<file path="src/rtl/neuron_pkg.sv">
`default_nettype none
// ============================================================================
//  Module      : neuron_pkg
//  Description : Shared definitions for the neuron evaluation sequencer:
//                FSM state encoding and default datapath widths.
//  Revision    : 1.0 - initial release
// ============================================================================
package neuron_pkg;

    // Default operand width (products and accumulator are twice this)
    localparam int c_n_default     = 18;
    // Default width of the pair-count input
    localparam int c_len_w_default = 8;

    typedef logic [1:0] state_t;

    localparam state_t S_IDLE = 2'd0;
    localparam state_t S_ACC  = 2'd1;
    localparam state_t S_DONE = 2'd2;

endpackage : neuron_pkg
`default_nettype wire

</file>
<file path="src/rtl/mac_acc.sv">
`default_nettype none
// ============================================================================
//  Module      : mac_acc
//  Description : Signed N x N multiply feeding a 2N-bit wrapping accumulator.
//                clr has priority over en. Only the upper half of the
//                accumulator leaves the block; that is all the ReLU/quantize
//                decode needs.
//  Ports       : clk, rst      - clock, synchronous active-high reset
//                clr           - zero the accumulator
//                en            - add w_in*x_in into the accumulator
//                w_in, x_in    - signed N-bit operands
//                acc_hi        - acc[2N-1:N]
//  Revision    : 1.0 - initial release
// ============================================================================
module mac_acc #(
    parameter int N = 18
) (
    input  logic         clk,
    input  logic         rst,
    input  logic         clr,
    input  logic         en,
    input  logic [N-1:0] w_in,
    input  logic [N-1:0] x_in,
    output logic [N-1:0] acc_hi
);

    logic [2*N-1:0] w_w_ext;
    logic [2*N-1:0] w_x_ext;
    logic [2*N-1:0] w_prod;
    logic [2*N-1:0] w_acc_d;
    logic [2*N-1:0] r_acc_q;

    // Sign-extend to 2N so the low 2N bits of the product are the exact
    // signed product (it always fits in 2N bits).
    assign w_w_ext = {{N{w_in[N-1]}}, w_in};
    assign w_x_ext = {{N{x_in[N-1]}}, x_in};
    assign w_prod  = w_w_ext * w_x_ext;

    always_comb begin
        w_acc_d = r_acc_q;
        if (clr) begin
            w_acc_d = '0;
        end else if (en) begin
            // Two's complement wrap modulo 2^2N, no saturation
            w_acc_d = r_acc_q + w_prod;
        end
    end

    always_ff @(posedge clk) begin
        if (rst) begin
            r_acc_q <= '0;
        end else begin
            r_acc_q <= w_acc_d;
        end
    end

    assign acc_hi = r_acc_q[2*N-1:N];

endmodule : mac_acc
`default_nettype wire

</file>
<file path="src/rtl/neuron_seq.sv">
`default_nettype none
// ============================================================================
//  Module      : neuron_seq
//  Description : Sequencer for a single neuron evaluation. On start it clears
//                the accumulator, accepts exactly len weight/activation pairs
//                over a valid/ready stream, then presents ReLU(acc) quantized
//                to the upper N bits on an output valid/ready port.
//  Ports       : clk, rst              - clock, synchronous active-high reset
//                start, len            - launch an evaluation (IDLE only)
//                busy                  - state is not IDLE
//                in_valid, in_ready    - operand stream handshake
//                w_in, x_in            - signed weight / activation
//                out_valid, out_ready  - result handshake
//                out_data              - ReLU output, acc[2N-1:N] or 0
//                out_neg               - sign of the final accumulator
//  Revision    : 1.0 - initial release
// ============================================================================
module neuron_seq
    import neuron_pkg::*;
#(
    parameter int N     = c_n_default,
    parameter int LEN_W = c_len_w_default
) (
    input  logic             clk,
    input  logic             rst,
    input  logic             start,
    input  logic [LEN_W-1:0] len,
    output logic             busy,
    input  logic             in_valid,
    output logic             in_ready,
    input  logic [N-1:0]     w_in,
    input  logic [N-1:0]     x_in,
    output logic             out_valid,
    input  logic             out_ready,
    output logic [N-1:0]     out_data,
    output logic             out_neg
);

    localparam logic [LEN_W-1:0] c_one = LEN_W'(1);

    state_t           r_state_q;
    state_t           w_state_d;
    logic [LEN_W-1:0] r_rem_q;
    logic [LEN_W-1:0] w_rem_d;
    logic             r_busy_q;
    logic             r_in_ready_q;
    logic             r_out_valid_q;
    logic             w_busy_d;
    logic             w_in_ready_d;
    logic             w_out_valid_d;
    logic             w_accept;
    logic             w_clr;
    logic [N-1:0]     w_acc_hi;

    // in_ready is a registered decode of ACC, so it is a safe handshake term
    assign w_accept = in_valid & r_in_ready_q;

    always_comb begin
        w_state_d = r_state_q;
        w_rem_d   = r_rem_q;
        w_clr     = 1'b0;
        case (r_state_q)
            S_IDLE: begin
                if (start) begin
                    w_clr = 1'b1;
                    if (len != '0) begin
                        w_state_d = S_ACC;
                        w_rem_d   = len;
                    end else begin
                        w_state_d = S_DONE;
                    end
                end
            end
            S_ACC: begin
                if (w_accept) begin
                    w_rem_d = r_rem_q - c_one;
                    if (r_rem_q == c_one) begin
                        w_state_d = S_DONE;
                    end
                end
            end
            S_DONE: begin
                // A start coinciding with the handshake is not looked at
                // here, which forces one IDLE cycle between evaluations.
                if (r_out_valid_q && out_ready) begin
                    w_state_d = S_IDLE;
                end
            end
            default: begin
                w_state_d = S_IDLE;
                w_rem_d   = '0;
            end
        endcase

        // Status outputs are decoded from the next state and registered so
        // they line up exactly with the state they describe.
        w_busy_d      = (w_state_d != S_IDLE);
        w_in_ready_d  = (w_state_d == S_ACC);
        w_out_valid_d = (w_state_d == S_DONE);
    end

    always_ff @(posedge clk) begin
        if (rst) begin
            r_state_q     <= S_IDLE;
            r_rem_q       <= '0;
            r_busy_q      <= 1'b0;
            r_in_ready_q  <= 1'b0;
            r_out_valid_q <= 1'b0;
        end else begin
            r_state_q     <= w_state_d;
            r_rem_q       <= w_rem_d;
            r_busy_q      <= w_busy_d;
            r_in_ready_q  <= w_in_ready_d;
            r_out_valid_q <= w_out_valid_d;
        end
    end

    mac_acc #(
        .N (N)
    ) u_mac (
        .clk    (clk),
        .rst    (rst),
        .clr    (w_clr),
        .en     (w_accept),
        .w_in   (w_in),
        .x_in   (x_in),
        .acc_hi (w_acc_hi)
    );

    assign busy      = r_busy_q;
    assign in_ready  = r_in_ready_q;
    assign out_valid = r_out_valid_q;

    // ReLU looks only at the sign bit; quantization is the upper half
    assign out_neg   = w_acc_hi[N-1];
    assign out_data  = w_acc_hi[N-1] ? '0 : w_acc_hi;

endmodule : neuron_seq
`default_nettype wire

</file>
<file path="config.mk">
export PLATFORM = sky130hd
export DESIGN_NAME = neuron_seq
export DESIGN_NICKNAME = d
export VERILOG_FILES = /design/src/rtl/neuron_pkg.sv /design/src/rtl/mac_acc.sv /design/src/rtl/neuron_seq.sv
export SDC_FILE = /design/constraint.sdc
export NUM_CORES = 1
export LEC_CHECK = 0
export ABC_AREA = 1
export CELL_PAD_IN_SITES_DETAIL_PLACEMENT = 0
export CELL_PAD_IN_SITES_GLOBAL_PLACEMENT = 1
export CORE_MARGIN = 1.5
export CORE_UTILIZATION = 30
export DETAILED_ROUTE_END_ITERATION = 8
export PLACE_DENSITY_LB_ADDON = 0.1
export SLEW_MARGIN = 5
export SYNTH_ARGS = -nofsm -noshare
export SYNTH_HDL_FRONTEND = slang
export SYNTH_HIERARCHICAL = 1
export SYNTH_SLANG_ARGS = --single-unit
</file>
<file path="constraint.sdc">
create_clock -name clk -period 7.3 [get_ports clk]
set_input_delay 0.73 -clock clk [delete_from_list [all_inputs] [get_ports clk]]
set_output_delay 0.73 -clock clk [all_outputs]
set_load 0.01 [all_outputs]
</file>
==> summary.txt <==
Place
  – Dpl hpwl: 41.9 mm
  – Routability congestion estimate: 0.809
  – I/O Buffers: 69

Global route
  – Pin count of the biggest net entering global routing: between 50 and 60
  – Vias in the first global route: 13.8k
  – Global-route wire length before repair: approximately 77 mm
  – Grt ovf: 0
  – Total GRT Usage: 0.175
  – Initial antenna violation count: 0

Timing
  – Min cycle time layout: 6.90 ns
  – Normalized max-slew margin: 0.260
  – TNS Setup: 0 ns
  – Final cycle utilization of the critical path: 0.946
  – RSZ-0062 raised after global routing: no
  – Setup Skew: 0.00616 ns
  – Final hold vios: 0
  – Slew Limit Fails: 0
  – Setup violations, final: 0
  – Worst-margin pin slew: 1.11 ns
  – Achievable frequency: 145 MHz

Route
  – Via Count: 12.6k
  – DRT Pass-1 Iters: 6
  – Antenna viol nets, final: 0
  – Total Wirelength: 46.6 mm
  – Wire per inst: 15.8 microns
  – Vias/cell: 4.28
  – DRC Markers: 0
  – Initial DRC count: 640

Synthesis
  – Post-synthesis net count: around 2.7k
  – Sequential share of the synthesized area: 0.0594
  – Xor and xnor area share after synthesis: 0.0101
  – Compound-Gate Fraction of Synth Area: 0.0462
  – Number of synthesized flops with an enable pin: 0
  – Post-Syn Instances: 2,198
  – YS warnings: 6
  – Multiplexer area fraction after synthesis: 0
  – Number of library cell types mapped by synthesis: 38
  – Post-Synth Adder-Cell Area: 0.525
  – Synth Flop Type: dfxtp_1
  – Synth Register Bits: 49
  – Cell area after synthesis: 0.0165 sq mm
  – Post-synth top area share: 0.439
  – Simple-Gate Fraction of Synth Area: 0.172
  – Post-synth top area cell: fa_1
  – Synthesized area per cell: 7.51 sq um
  – Async S/R FF share, synth: 0
  – Synth top area cells: fa_1, inv_1, nand2_1
  – Largest family of logic cells by synthesized area: adder cells

Clocking
  – Clock Sinks: 49
  – CTS tree: done
  – Maximum clock insertion buffer count: 2
  – TritonCTS buffer count: 5
  – Worst-Skew Late Latency: roughly 0.31 ns
  – H-tree level count: 2
  – Root Buffer: clkbuf_16
  – Post-CTS Setup Repair Bufs: 0
  – CTS resizes: 0
  – Clock transition at the registers of the reported paths: 0.08 ns
  – Cts-stage hold buffer count: 0

Floorplan
  – Core ar.: 0.0541 sq mm
  – Row cnt: 85
  – Die height: 238 microns
  – Die width: 238 microns
  – Die ar.: 0.0564 sq mm
  – I/O pins: just over 70
  – Starting Density: 0.305

Min path
  – Hold crit path type: flip-flop to flip-flop
  – Hold depth: 2
  – Hold Crit Start: u_mac/r_acc_q[0]
  – Min-Delay Endpoint: u_mac/r_acc_q[0]

Final layout
  – Layout cells sized above 1: 0.0507
  – Most frequent cells in the layout: inv_1, nand2_1, fa_1
  – Synthesis-to-layout area growth: 11.6%
  – Most common cell after layout, fill and taps aside: inv_1
  – # nets final: 2,773

Setup path
  – Critical path endpoint category: flip-flop
  – CP Launch Type: input pin
  – Worst Path Required: 7.50 ns
  – FF-to-FF path depth: 15
  – Critical Path AT: 7.11 ns
  – Reg2reg start: u_mac/r_acc_q[16]
  – Worst reg2reg endpoint: u_mac/r_acc_q[24]
  – Crit path kind: input pin to flip-flop
  – R2r setup slk: 2.47 ns
  – Critical path fanouts, max: 10

Status
  – Outcome: complete, no violations

Run
  – Max cap viols: 0
[flip-flops by register name (all words and copies together) (netlist names)]
register	flops
out_valid	1
busy	1
in_ready	1
r_state_q	2
r_rem_q	8
u_mac/r_acc_q	36
[cell type report]
type                       instances  area [sq um]
clock buffer                       6           139
clock inverter                     2          16.3
timing repair buffer             145          1350
multi-input combinational       1348         12400
sequential                        49           981
inverter                         699          2620
tap                              696           871
antenna                            1          2.50
fill                            5829         35700
[per-stage QoR]
step / setup slack, ns / hold WS (ns) / utilization / cells / instance area, sq um
6_report: 0.396 / 0.474 / 0.340 / 2946 / 18400
5_1_grt: 0.0302 / 0.491 / 0.340 / 2945 / 18400
4_1_cts: 0.386 / 0.477 / 0.340 / 2945 / 18400
3_5_place_dp: 0.0894 / 0.464 / 0.337 / 2937 / 18300
3_3_place_gp: 0.111 / 0.452 / 0.337 / 2937 / 18300
2_1_floorplan: 0.747 / 0.445 / - / 2198 / 16500
[layer usage]
| layer | vias to the layer above | global-route usage | part of all wire |
|---|---|---|---|
| met5 | - | 0 | 0 |
| met4 | 0 | 0.0214 | 0.011 |
| met3 | 23 | 0.00999 | 0.025 |
| met2 | 152 | 0.297 | 0.48 |
| met1 | 6184 | 0.254 | 0.49 |
| li1 | 6252 | - | - |
[critical path: stages]
cell             delay, ns
clkdlybuf4s50_1       0.70
buf_4                 0.27
nand2_1               0.07
inv_1                 0.08
fa_1                  0.41
inv_1                 0.08
fa_1                  0.45
fa_1                  0.52
inv_1                 0.06
fa_1                  0.58
fa_1                  0.45
fa_1                  0.45
fa_1                  0.48
ha_1                  0.35
a21oi_1               0.27
o21ai_0               0.17
a21oi_1               0.38
nand3_1               0.21
xor2_1                0.17
o21ai_0               0.17
inv_1                 0.06
[Yosys cell counts, types with 6 or more instances]
library cell and number:
nand2_2 8, nand2_1 495, fa_1 362, ha_1 114, nand3_1 52, o21ai_0 50, dfxtp_1 49, inv_1 691
buf_4 20, nand4_1 8, nor2_1 124, inv_2 6, nor3_1 7, a21oi_1 75, clkbuf_1 80, xor2_1 16
[cells by family (layout without fill, tap and decap cells)]
group	Yosys count	count (layout)
xor gates and xnor gates	19	19
buffers and inverters	801	852
adders and majority gates	476	476
AOI/OAI and AO/OA	143	143
DFF	49	49
other	1	2
and+or+nand+nor	709	709
[how the worst max path moves through the flow]
stage,depth (start not counted),to,startpoint
6_report,21,u_mac/r_acc_q[24],x_in[7]
3_3_place_gp,21,u_mac/r_acc_q[24],x_in[1]
3_5_place_dp,21,u_mac/r_acc_q[24],x_in[1]
4_1_cts,18,u_mac/r_acc_q[24],x_in[4]
5_1_grt,25,u_mac/r_acc_q[31],x_in[4]
2_1_floorplan,25,u_mac/r_acc_q[29],x_in[1]
Power is not shown: default switching activity piles up to over one toggle a cycle in this logic, so the estimate is an artifact.
